$ cat src/rtl/serial_magnitude_comparator_pkg.sv
// Shared types and helpers for serial comparator blocks.
// State encoding and a constant-width helper.
package serial_magnitude_comparator_pkg;

  typedef enum logic {
    ST_IDLE = 1'b0,
    ST_RUN  = 1'b1
  } state_t;

  function automatic int clog2(input int v);
    int r;
    int x;
    r = 0;
    x = v - 1;
    while (x > 0) begin
      r++;
      x = x >> 1;
    end
    return r;
  endfunction

endpackage

$ cat src/rtl/serial_magnitude_comparator_slice.sv
// Combinational BPC-bit chained less/equal slice.
// MSB of the slice is resolved first; le freezes once eq drops.
module compare_slice #(
  parameter int BPC = 1
) (
  input  logic [BPC-1:0] a_s,
  input  logic [BPC-1:0] b_s,
  input  logic           le_in,
  input  logic           eq_in,
  output logic           le_out,
  output logic           eq_out
);

  // walk the slice from MSB down, carrying the upper-slice verdict
  always_comb begin
    le_out = le_in;
    eq_out = eq_in;
    for (int i = BPC - 1; i >= 0; i--) begin
      if (eq_out && (a_s[i] != b_s[i])) begin
        eq_out = 1'b0;
        le_out = b_s[i];
      end
    end
  end

endmodule

$ cat src/rtl/serial_magnitude_comparator.sv
// Multi-cycle MSB-first magnitude comparator.
// Holds FSM, operand shift registers and the step counter.
module serial_magnitude_comparator
  import serial_magnitude_comparator_pkg::*;
#(
  parameter int WIDTH      = 16,
  parameter int BPC        = 1,
  parameter int EARLY_EXIT = 1
) (
  input  logic             clk,
  input  logic             rst,
  input  logic             start,
  input  logic             signed_mode,
  input  logic [WIDTH-1:0] a,
  input  logic [WIDTH-1:0] b,
  output logic             busy,
  output logic             done,
  output logic             a_less_b,
  output logic             a_equal_b,
  output logic             a_greater_b
);

  localparam int STEPS = WIDTH / BPC;
  localparam int CW    = clog2(STEPS) + 1;
  localparam logic [CW-1:0] LAST = CW'(STEPS - 1);

  if (WIDTH < 2 || (WIDTH % BPC) != 0) begin : g_bad_cfg
    $error("serial_magnitude_comparator: bad WIDTH/BPC");
  end

  state_t           state;
  logic [WIDTH-1:0] sa;
  logic [WIDTH-1:0] sb;
  logic             le;
  logic             eq;
  logic [CW-1:0]    cnt;
  logic             le_n;
  logic             eq_n;
  logic             fin;
  logic [WIDTH-1:0] msb_flip;

  // flipping the sign bit turns two's complement into offset binary
  assign msb_flip = {signed_mode, {(WIDTH-1){1'b0}}};

  compare_slice #(.BPC(BPC)) u_slice (
    .a_s    (sa[WIDTH-1 -: BPC]),
    .b_s    (sb[WIDTH-1 -: BPC]),
    .le_in  (le),
    .eq_in  (eq),
    .le_out (le_n),
    .eq_out (eq_n)
  );

  assign fin = (cnt == LAST) || ((EARLY_EXIT != 0) && !eq_n);

  // control FSM, operand shifting and registered result capture
  always_ff @(posedge clk or posedge rst) begin
    if (rst) begin
      state       <= ST_IDLE;
      busy        <= 1'b0;
      done        <= 1'b0;
      a_less_b    <= 1'b0;
      a_equal_b   <= 1'b0;
      a_greater_b <= 1'b0;
      sa          <= '0;
      sb          <= '0;
      le          <= 1'b0;
      eq          <= 1'b1;
      cnt         <= '0;
    end else begin
      done <= 1'b0;
      unique case (state)
        ST_IDLE: begin
          if (start) begin
            sa    <= a ^ msb_flip;
            sb    <= b ^ msb_flip;
            le    <= 1'b0;
            eq    <= 1'b1;
            cnt   <= '0;
            busy  <= 1'b1;
            state <= ST_RUN;
          end
        end
        ST_RUN: begin
          le  <= le_n;
          eq  <= eq_n;
          sa  <= sa << BPC;
          sb  <= sb << BPC;
          cnt <= cnt + 1'b1;
          if (fin) begin
            state       <= ST_IDLE;
            busy        <= 1'b0;
            done        <= 1'b1;
            a_less_b    <= le_n;
            a_equal_b   <= eq_n;
            a_greater_b <= ~le_n & ~eq_n;
          end
        end
        default: state <= ST_IDLE;
      endcase
    end
  end

endmodule

$ cat config.mk
export PLATFORM = sky130hd
export DESIGN_NAME = serial_magnitude_comparator
export DESIGN_NICKNAME = d
export VERILOG_FILES = /design/src/rtl/serial_magnitude_comparator_pkg.sv /design/src/rtl/serial_magnitude_comparator_slice.sv /design/src/rtl/serial_magnitude_comparator.sv
export SDC_FILE = /design/constraint.sdc
export NUM_CORES = 1
export LEC_CHECK = 0
export BUFFER_PORTS_ARGS = -buffer_cell sky130_fd_sc_hd__clkbuf_2
export CELL_PAD_IN_SITES_DETAIL_PLACEMENT = 0
export CELL_PAD_IN_SITES_GLOBAL_PLACEMENT = 2
export CORE_MARGIN = 1
export CORE_UTILIZATION = 37
export DETAILED_ROUTE_END_ITERATION = 8
export HOLD_SLACK_MARGIN = 0.12
export MAX_ROUTING_LAYER = met4
export PLACE_DENSITY = 0.93
export REMOVE_ABC_BUFFERS = 1
export SETUP_SLACK_MARGIN = 0.2
export SYNTH_ARGS = -nofsm -noshare
export SYNTH_HDL_FRONTEND = slang
export SYNTH_SLANG_ARGS = --single-unit
$ cat constraint.sdc
create_clock -name clk -period 4.4 [get_ports clk]
set_input_delay 0.88 -clock clk [delete_from_list [all_inputs] [get_ports clk]]
set_output_delay 0.88 -clock clk [all_outputs]
set_load 0.1 [all_outputs]
==> results.json <==
{
  "max-slew-margin-rel_pct": 38.9,
  "cts_buffer_depth": 2,
  "ir_drop_mv": 0.309,
  "hpwlAfterDp_um": 2500,
  "num_vias": 1487,
  "yosys.area.top_type": "dfrtp_1",
  "powerDensity_nw_per_um2": 656,
  "worstPathMaxFanout": 2,
  "crit_buf_inv": 1,
  "setup_viol": 0,
  "syn_area_per_cell_sq_um": 10.3,
  "crit_type": "flip-flop to output port",
  "cts_hold_buf": 0,
  "antenna_found_initial": 0,
  "grt.total_usage_pct": 14.6,
  "worstPathCellList": "clkbuf_2",
  "drc_errors": 0,
  "cap_violations": 0,
  "die_area_sq_um": 6080,
  "die_w_um": 78,
  "num_antenna_cells": 0,
  "fin_tns_setup_ps": 0,
  "fin_nets": 279,
  "finish.utilization_pct": 44.2,
  "crit_path_top_delay_cell": "clkbuf_2",
  "crit_arrival_ps": 1110,
  "switching_share_pct": 40.9,
  "cp-end-kind": "output port",
  "drtIter0Drc": 96,
  "worst_pin_slew_ps": 915,
  "grt_max_degree": 46,
  "seq_area_frac_synth_pct": 52.8,
  "synth_cell_types": 30,
  "first_pass_iters": 4,
  "report.final.slew_viol_count": 0,
  "cts_tree": "yes",
  "finalClockSkew_ps": 6.41,
  "die_h_um": 78,
  "area_growth_pct": 14.7,
  "fin_hold_ws_ps": 482,
  "cts_root_buf": "clkbuf_8",
  "wirelength_um": 3740,
  "hp-class": "flip-flop to flip-flop",
  "cts_num_sinks": 45,
  "antenna_left": 0,
  "htree_levels": 2,
  "path_clk_slew_ps": 80,
  "power.clock.fraction_pct": 16.0,
  "p_seq_share_pct": 47.9,
  "gp_congestion": 0.784,
  "max_stage_delay_ps": 460,
  "overflow": 0,
  "yosysWarnings": 0,
  "synthDominantCellAreaShare_pct": 51.5,
  "grt_pass1_wl_um": 6610,
  "hold_viol": 0,
  "cts-resized-gates": 0,
  "drive_gt1_share_pct": 23.2,
  "combPwrFrac_pct": 36.1,
  "cts_setup_buffers": 0,
  "power_leakage_uw": 0.00121,
  "rows": 27,
  "syn-cell-area_sq_um": 2140,
  "status": "finished clean",
  "crit_path_start_kind": "flip-flop",
  "cts_made_buffers": 5,
  "grt_pass1_vias": 1475,
  "fin_crit_sh_pct": 45.2,
  "rsz0062_at_grt": "false",
  "cp_top_family": "buffers and inverters",
  "ios": 41,
  "period_minus_slack_ps": 1990,
  "synth_seq_cells": 45,
  "routedWlPerCell_um": 12.0,
  "vias_per_cell": 4.75,
  "start_util_pct": 38.6,
  "p_switching_uw": 658,
  "worstPathRequired_ps": 3520,
  "p_int_uw": 951,
  "fmax_ghz": 0.503,
  "syn_inst": 207,
  "core-area_sq_um": 5540,
  "port_buffers": 40,
  "synth_area_leaders": "dfrtp_1 52%, mux2i_1 15%, nand2_1 6.5%, o21ai_1 6.3%, o21ai_0 1.6%",
  "clkLatencyLatePin_ps": 300
}
-- routing by layer --
layer | routed length [um] | vias to the layer above | GRT usage (%)
li1 | - | 768 | -
met1 | 1870 | 677 | 17.8
met2 | 1660 | 34 | 22.8
met3 | 152 | 8 | 3.53
met4 | 56 | 0 | 6.67
met5 | 0 | - | -
-- worst register-to-register path: stages (launching register included) --
cell	delay, ps
dfrtp_1	410
ha_1	230
and3_1	190
ha_1	230
nand2b_1	170
o21ai_2	210
mux2_4	320
-- layout by cell type, fill, tap and decap left out, drive strengths merged, types with 3 or more instances in the layout --
cell and n:
a21oi 5, clkbuf 47, dfrtp 44, inv 6, mux2i 32, nand2 37
nand2b 5, nand3 3, nor2 4, o21ai 35, xor2 4
-- path summary, 6_finish.rpt --
path,start,to,slack (ps),cells past startpoint
worst max register to register,cnt[0]$_DFFE_PP0P_,a_greater_b$_DFFE_PP0P_,2530,6
worst min register to register,sa[3]$_DFFE_PP0P_,sa[4]$_DFFE_PP0P_,480,2
worst min-delay path,sa[3]$_DFFE_PP0P_,sa[4]$_DFFE_PP0P_,480,2
min in group asynchronous,rst,sa[4]$_DFFE_PP0P_,760,2
worst max-delay path,a_equal_b$_DFFE_PP0P_,a_equal_b,2410,1
max in group asynchronous,rst,state$_DFF_PP0_,3010,2
-- power by group through the flow --
stage	registers, uW	logic [uW]	clock network, uW
after floorplan	900	321	0
after global placement	775	577	0
after detailed placement	777	586	0
after CTS	771	589	269
after global routing	804	647	287
final	771	581	257
-- final cells by class --
class,instances,area (sq um)
Fill cell,552,3090
Sequential cell,45,1130
Multi-Input combinational cell,141,908
Timing Repair Buffer,42,215
Tap cell,72,90.1
Clock buffer,7,86.3
Inverter,6,22.5
-- metrics by stage --
step	std cells	power (uW)	instance area (sq um)	worst slack, ps
after floorplan	192	1220	2060	2230
after global placement	306	1350	2360	2160
after detailed placement	306	1360	2360	2140
after CTS	313	1630	2450	2400
after global routing	313	1740	2450	2340
final	313	1610	2450	2410
-- logic make-up after synthesis --
group,Yosys count,synth area share (%)
AND/OR/NAND/NOR,54,11.0
buffers and inverters,21,4.74
XOR/XNOR,5,2.05
AO/OA/AOI/OAI,46,12.1
adder cells (fa/ha/maj),2,1.17
multiplexers,34,16.2
flip-flops,45,52.8
-- synthesized netlist by cell type --
cell	number
nor2b_1	2
mux2_2	1
dfstp_2	1
a221oi_2	1
clkbuf_1	5
o21ai_1	27
dfrtp_1	44
xnor2_1	1
buf_2	6
mux2i_1	32
ha_1	2
nand3_1	3
and3_1	1
o211ai_1	1
o21ai_0	7
nor2_1	4
xor2_1	4
mux2_4	1
o21ai_2	1
inv_1	6
nand3b_1	1
a41o_1	1
o31ai_1	1
and2b_2	1
buf_4	4
nand2b_1	5
nand2_1	37
o21a_1	1
a21oi_1	5
o22ai_1	1
-- flip-flops by register name (all words and copies together) (netlist names) --
register	count
a_equal_b	1
a_greater_b	1
a_less_b	1
busy	1
cnt	5
done	1
eq	1
le	1
sa	16
sb	16
state	1
No activity file was read; power rests on OpenSTA's default activity.
